$ cat src/rtl/video_src_switch_ctrl_pkg.sv
// Shared types and constants for the HDMI TX source switchover controller.
package video_src_pkg;

    typedef enum logic [2:0] {
        ST_IDLE,
        ST_BLANK,
        ST_RESET,
        ST_WAIT_LOCK,
        ST_WAIT_VS,
        ST_DONE
    } state_t;

    localparam logic SRC_VG = 1'b0;
    localparam logic SRC_SC = 1'b1;

    function automatic int max3(input int a, input int b, input int c);
        int m;
        m = (a > b) ? a : b;
        return (m > c) ? m : c;
    endfunction

endpackage

$ cat src/rtl/sync_edge_det.sv
// N-flop synchronizer for an asynchronous level, plus a one-cycle rising-edge pulse.
module sync_edge_det #(
    parameter int STAGES = 2
) (
    input  logic clk27,
    input  logic reset_n,
    input  logic async_in,
    output logic level,
    output logic rise
);

    logic [STAGES-1:0] sync_q;
    logic              level_d;

    always_ff @(posedge clk27) begin
        if (!reset_n) begin
            sync_q  <= '0;
            level_d <= 1'b0;
        end else begin
            sync_q  <= {sync_q[STAGES-2:0], async_in};
            level_d <= sync_q[STAGES-1];
        end
    end

    assign level = sync_q[STAGES-1];
    assign rise  = level & ~level_d;

endmodule

$ cat src/rtl/video_src_switch_ctrl.sv
// Sequences blank -> source select/reset -> PLL lock -> VSYNC check -> unblank
// when the requested HDMI TX source changes.
module video_src_switch_ctrl
    import video_src_pkg::*;
#(
    parameter int SYNC_STAGES    = 2,
    parameter int BLANK_CYCLES   = 64,
    parameter int RST_CYCLES     = 16,
    parameter int VS_EDGES       = 2,
    parameter int TIMEOUT_CYCLES = 2700000
) (
    input  logic clk27,
    input  logic reset_n,
    input  logic src_req,
    input  logic vsync_vg,
    input  logic vsync_sc,
    input  logic sc_pll_lock,
    output logic src_sel,
    output logic blank,
    output logic vg_reset_n,
    output logic sc_reset_n,
    output logic busy,
    output logic timeout_err
);

    localparam int CNT_W  = $clog2(max3(BLANK_CYCLES, RST_CYCLES, TIMEOUT_CYCLES));
    localparam int EDGE_W = $clog2(VS_EDGES + 1);

    localparam logic [CNT_W-1:0]  BLANK_LAST   = CNT_W'(BLANK_CYCLES - 1);
    localparam logic [CNT_W-1:0]  RST_LAST     = CNT_W'(RST_CYCLES - 1);
    localparam logic [CNT_W-1:0]  TIMEOUT_LAST = CNT_W'(TIMEOUT_CYCLES - 1);
    localparam logic [EDGE_W-1:0] EDGE_LAST    = EDGE_W'(VS_EDGES - 1);

    state_t            state;
    logic              target;
    logic              start_pending;
    logic [CNT_W-1:0]  cnt;
    logic [EDGE_W-1:0] edges;

    logic vg_rise, sc_rise, lock_level;
    logic vg_level_unused, sc_level_unused, lock_rise_unused;
    logic vs_rise, timed_out;

    sync_edge_det #(.STAGES(SYNC_STAGES)) u_sync_vg (
        .clk27(clk27), .reset_n(reset_n), .async_in(vsync_vg),
        .level(vg_level_unused), .rise(vg_rise)
    );

    sync_edge_det #(.STAGES(SYNC_STAGES)) u_sync_sc (
        .clk27(clk27), .reset_n(reset_n), .async_in(vsync_sc),
        .level(sc_level_unused), .rise(sc_rise)
    );

    sync_edge_det #(.STAGES(SYNC_STAGES)) u_sync_lock (
        .clk27(clk27), .reset_n(reset_n), .async_in(sc_pll_lock),
        .level(lock_level), .rise(lock_rise_unused)
    );

    assign vs_rise   = (target == SRC_SC) ? sc_rise : vg_rise;
    assign timed_out = (cnt == TIMEOUT_LAST);

    // start_pending forces one sequence after reset even when src_req matches src_sel.
    always_ff @(posedge clk27) begin
        if (!reset_n) begin
            state         <= ST_IDLE;
            start_pending <= 1'b1;
            target        <= SRC_VG;
            cnt           <= '0;
            edges         <= '0;
            src_sel       <= SRC_VG;
            blank         <= 1'b1;
            vg_reset_n    <= 1'b0;
            sc_reset_n    <= 1'b1;
            busy          <= 1'b1;
            timeout_err   <= 1'b0;
        end else begin
            cnt <= cnt + 1'b1;
            case (state)
                ST_IDLE: begin
                    if (start_pending || (src_req != src_sel)) begin
                        start_pending <= 1'b0;
                        target        <= src_req;
                        timeout_err   <= 1'b0;
                        blank         <= 1'b1;
                        busy          <= 1'b1;
                        cnt           <= '0;
                        state         <= ST_BLANK;
                    end
                end
                ST_BLANK: begin
                    if (cnt == BLANK_LAST) begin
                        src_sel    <= target;
                        vg_reset_n <= (target == SRC_VG);
                        sc_reset_n <= (target != SRC_SC);
                        cnt        <= '0;
                        state      <= ST_RESET;
                    end
                end
                ST_RESET: begin
                    if ((target == SRC_VG) || (cnt == RST_LAST)) begin
                        sc_reset_n <= 1'b1;
                        cnt        <= '0;
                        state      <= ST_WAIT_LOCK;
                    end
                end
                ST_WAIT_LOCK: begin
                    if ((target == SRC_VG) || lock_level || timed_out) begin
                        if ((target == SRC_SC) && !lock_level) begin
                            timeout_err <= 1'b1;
                        end
                        cnt   <= '0;
                        edges <= '0;
                        state <= ST_WAIT_VS;
                    end
                end
                ST_WAIT_VS: begin
                    if (vs_rise && (edges == EDGE_LAST)) begin
                        cnt   <= '0;
                        state <= ST_DONE;
                    end else if (timed_out) begin
                        timeout_err <= 1'b1;
                        cnt         <= '0;
                        state       <= ST_DONE;
                    end else if (vs_rise) begin
                        edges <= edges + 1'b1;
                    end
                end
                ST_DONE: begin
                    blank <= 1'b0;
                    busy  <= 1'b0;
                    cnt   <= '0;
                    state <= ST_IDLE;
                end
                default: state <= ST_IDLE;
            endcase
        end
    end

endmodule

$ cat config.mk
export PLATFORM = sky130hd
export DESIGN_NAME = video_src_switch_ctrl
export DESIGN_NICKNAME = d
export VERILOG_FILES = /design/src/rtl/video_src_switch_ctrl_pkg.sv /design/src/rtl/sync_edge_det.sv /design/src/rtl/video_src_switch_ctrl.sv
export SDC_FILE = /design/constraint.sdc
export NUM_CORES = 1
export LEC_CHECK = 0
export BUFFER_PORTS_ARGS = -buffer_cell sky130_fd_sc_hd__buf_2
export CAP_MARGIN = 30
export CORE_ASPECT_RATIO = 1.2
export CORE_MARGIN = 2
export CORE_UTILIZATION = 30
export CTS_CLUSTER_DIAMETER = 50
export DETAILED_ROUTE_END_ITERATION = 6
export HOLD_SLACK_MARGIN = 0.05
export PLACE_DENSITY = 0.45
export SETUP_SLACK_MARGIN = 0.02
export SYNTH_ARGS = -nofsm -noshare
export SYNTH_HDL_FRONTEND = slang
export SYNTH_SLANG_ARGS = --single-unit
$ cat constraint.sdc
create_clock -name clk27 -period 3.65 [get_ports clk27]
set_input_delay 0.73 -clock clk27 [delete_from_list [all_inputs] [get_ports clk27]]
set_output_delay 0.73 -clock clk27 [all_outputs]
set_load 0.005 [all_outputs]
==> key figures <==
Placement
  • Detail Placement HPWL: about 2.9 mm
  • Gp weighted congestion: 0.7583
  • PortBufs: 11

Route
  • Routed len/inst: around 13 um
  • 1st-iter DRT viols: 35
  • DRC Markers: 0
  • Post-DRT Antenna Nets: 0
  • Routed vias: between 1,500 and 2,000
  • Via-per-instance ratio: ~5.0
  • Final WL: 4.223 mm
  • DRT Pass-1 Iters: 4

GRT
  • Number of global-route vias before repair: about 1,500
  • Initial antenna violation count: 0
  • Largest net degree at the start of global routing: 23
  • M1 GR Usage: between 15 and 20%
  • Most used routing layer: met2
  • Grt met2 use: 20.62%
  • First-pass GRT wire length: 7.383 mm
  • Tot GR Track Use: about an eighth
  • Gr ovfl total: 0
  • Met3 Usage GRT: between 3 and 4%

Floorplanning
  • Total die area: ~0.0075 sq mm
  • Io pins: 12
  • Total core area: 0.006526 sq mm
  • Die height: 94.43 um
  • Die span in x: just under 80 um
  • Initial core utilization: 31.33%
  • Num rows: 32

STA
  • Max frequency: around 0.45 GHz
  • Hold Vio Cnt, Final: 0
  • Skew final: around 0.010 ns
  • Slew HR: between 50% and 60%
  • Slew @ Worst Pin: 0.6323 ns
  • Max-slew violation count: 0
  • RSZ-0062 raised after global routing: no
  • Fin crit share: roughly three fifths
  • Setup TNS: 0 ns
  • Min Clock Period, post-route: about 2.2 ns
  • Setup-failing EPs final: 0

Logic synthesis
  • Yosys warnings: 0
  • Synthesized flop and latch total: between 40 and 50
  • Seq/Total Area, Yosys: about two fifths
  • Cell taking the most area after synthesis: dfxtp_1
  • Synthesized Nets: about 230
  • Synth unique cells: 42
  • Top cells by area, synth: dfxtp_1 (41%), nor3_2 (9.3%), xnor2_1 (5.1%)
  • Simple-gate share of the synthesized area: about a third
  • Synth Area in Adders: under 10%
  • Synth Instances: between 200 and 250
  • Area fraction in compound gates after synthesis: 7.466%
  • Synth top area share: between 40% and 50%
  • XOR/XNOR Fraction of Synth Area: roughly a tenth
  • Syn Area/Cell: between 9 and 10 sq um
  • Mapped Area: ~0.0020 sq mm
  • Mux contribution to synthesized area: under 10%
  • Largest family of logic cells by synthesized area: simple AND/OR/NAND/NOR gates

Critical path
  • WS Path Type: reg2reg
  • Worst setup EP type: flop
  • Critical path's largest stage delay: around 0.64 ns
  • Req. time, crit path: approximately 3.8 ns
  • Worst EP arrival: ~2.4 ns
  • Critical path's slowest cell: o2111a_2
  • Crit-path cells: ha_1, and4_4, and2_1, and3_1, o2111a_2, nor3_1
  • Worst Setup Start Kind: flop
  • CP Max Fanout: 22

Final layout
  • N_diodes: 0
  • Commonest cells after routing, fill and taps aside: dfxtp_1 (42), nand2_1 (19), nor3_2 (19), nand3_1 (12), xnor2_1 (12)
  • Commonest non-fill, non-tap cell in the layout: dfxtp_1
  • Reg area: about 840 sq um
  • # nets final: 236
  • Layout area overhead: 9.915%
  • Area of the multi-input gates: 0.001099 sq mm
  • Filler Cell Count: about 680
  • Fraction of layout cells with a size suffix above 1: between 10% and 20%

Pwr
  • Power Density: 503.5 mW/mm^2
  • Leakage power: between 0.7 and 0.8 nW
  • Max IR drop VDD: 227.2 uV
  • Pwr Total: roughly 1.1 mW

Clocking
  • Post-CTS Setup Bufs: 0
  • Root buf cell: clkbuf_8
  • Num CTS Buffers: 5
  • Resize count post-CTS: 0
  • Hold buffers post-CTS: 0
  • Maximum clock path buffer count: 2
  • TritonCTS clock tree: done
  • Clk_lat worst skew: 0.30 ns
  • Clk sinks: 42
  • Clock slew seen by the registers of the worst setup and hold paths: 0.09 ns
  • H-tree levels: 2

Outcome
  • Status: completed

Run
  • Max Cap Viol: 0

Min path
  • Worst min-delay path class: reg2reg
[logic make-up after synthesis]
kind of cell	Yosys count
compound gates	23
xor+xnor	22
fa+ha+maj	2
buf+inv	20
flops	42
mux	3
simple gates	109
[final timing paths]
kind | cells after the start | start | slack (ns) | endpoint
worst max-delay path | 6 | cnt[0] | 1.44 | cnt[11]
worst min-delay path | 1 | u_sync_vg.sync_q[0] | 0.44 | u_sync_vg.sync_q[1]
worst max register to register | 6 | cnt[0] | 1.44 | cnt[11]
worst min register to register | 1 | u_sync_vg.sync_q[0] | 0.44 | u_sync_vg.sync_q[1]
[synthesized netlist by cell type]
library cell and number:
nand3_1 12, xnor2_1 12, buf_1 1, nor3_1 8
clkbuf_1 4, nor2_1 8, o22ai_1 2, a21o_1 1
or3_1 2, a21boi_1 1, buf_6 3, o2111a_2 1
o2bb2ai_1 1, inv_1 7, nor3b_1 4, and3_4 1
o2111ai_1 1, and3b_1 2, a31oi_1 1, o21ai_0 5
dfxtp_1 42, nand2b_1 1, nand4b_1 1, xor2_1 10
mux2_2 1, buf_4 1, nand4_1 6, ha_1 2
and4_1 5, a2111o_1 1, and3_1 3, nor4_1 5
a21oi_1 6, and2_1 11, clkinv_1 1, nand3b_1 1
mux2i_1 2, nand2_1 19, buf_2 3, and4_4 1
nor3_2 19, o211ai_1 3
[sequential cells by signal, indices dropped and copies added (netlist names)]
register	flops
busy	1
cnt	22
edges	2
sc_reset_n	1
src_sel	1
start_pending	1
state	3
target	1
timeout_err	1
u_sync_lock.sync_q	2
u_sync_sc.level_d	1
u_sync_sc.sync_q	2
u_sync_vg.level_d	1
u_sync_vg.sync_q	2
vg_reset_n	1
[routing by layer]
metal | vias up | share of wire, % | wire (um)
li1 | 795 | - | -
met4 | 0 | 1.2 | 51
met1 | 747 | 47 | 2004
met2 | 16 | 49 | 2070
met5 | - | 0 | 0
met3 | 4 | 2.3 | 97
[worst max-delay path: cells and delay by family (launching register included)]
family / cells / cell delay (ns)
compound gates: 1 / 0.64
fa+ha+maj: 1 / 0.23
flops: 1 / 0.39
simple gates: 4 / 0.81
[report_power, final]
part	switching, mW	internal [mW]
registers	0.0466	0.488
logic	0.154	0.0712
clock network	0.171	0.202
[cell type report]
| class | count | share of cell area, % |
|---|---|---|
| clock buffers | 5 | 3.062 |
| clock inverters | 3 | 1.782 |
| inverters | 8 | 1.336 |
| multi-input cells | 159 | 48.89 |
| flip-flops and latches | 42 | 37.42 |
| well taps | 85 | 4.733 |
| repair buffers | 12 | 2.784 |
[per-stage QoR]
step / cells / worst slack [ns] / area [sq um] / util, % / hold WS [ns]
floorplan: 221 / 1.693 / 2044 / - / 0.4119
global placement: 306 / 1.385 / 2138 / 32.76 / 0.4207
detailed placement: 306 / 1.354 / 2138 / 32.76 / 0.4210
CTS: 314 / 1.405 / 2247 / 34.43 / 0.4441
global route: 314 / 1.230 / 2247 / 34.43 / 0.4641
finish: 314 / 1.438 / 2247 / 34.43 / 0.4412
Note: power is estimated with default switching activity, not from simulation.
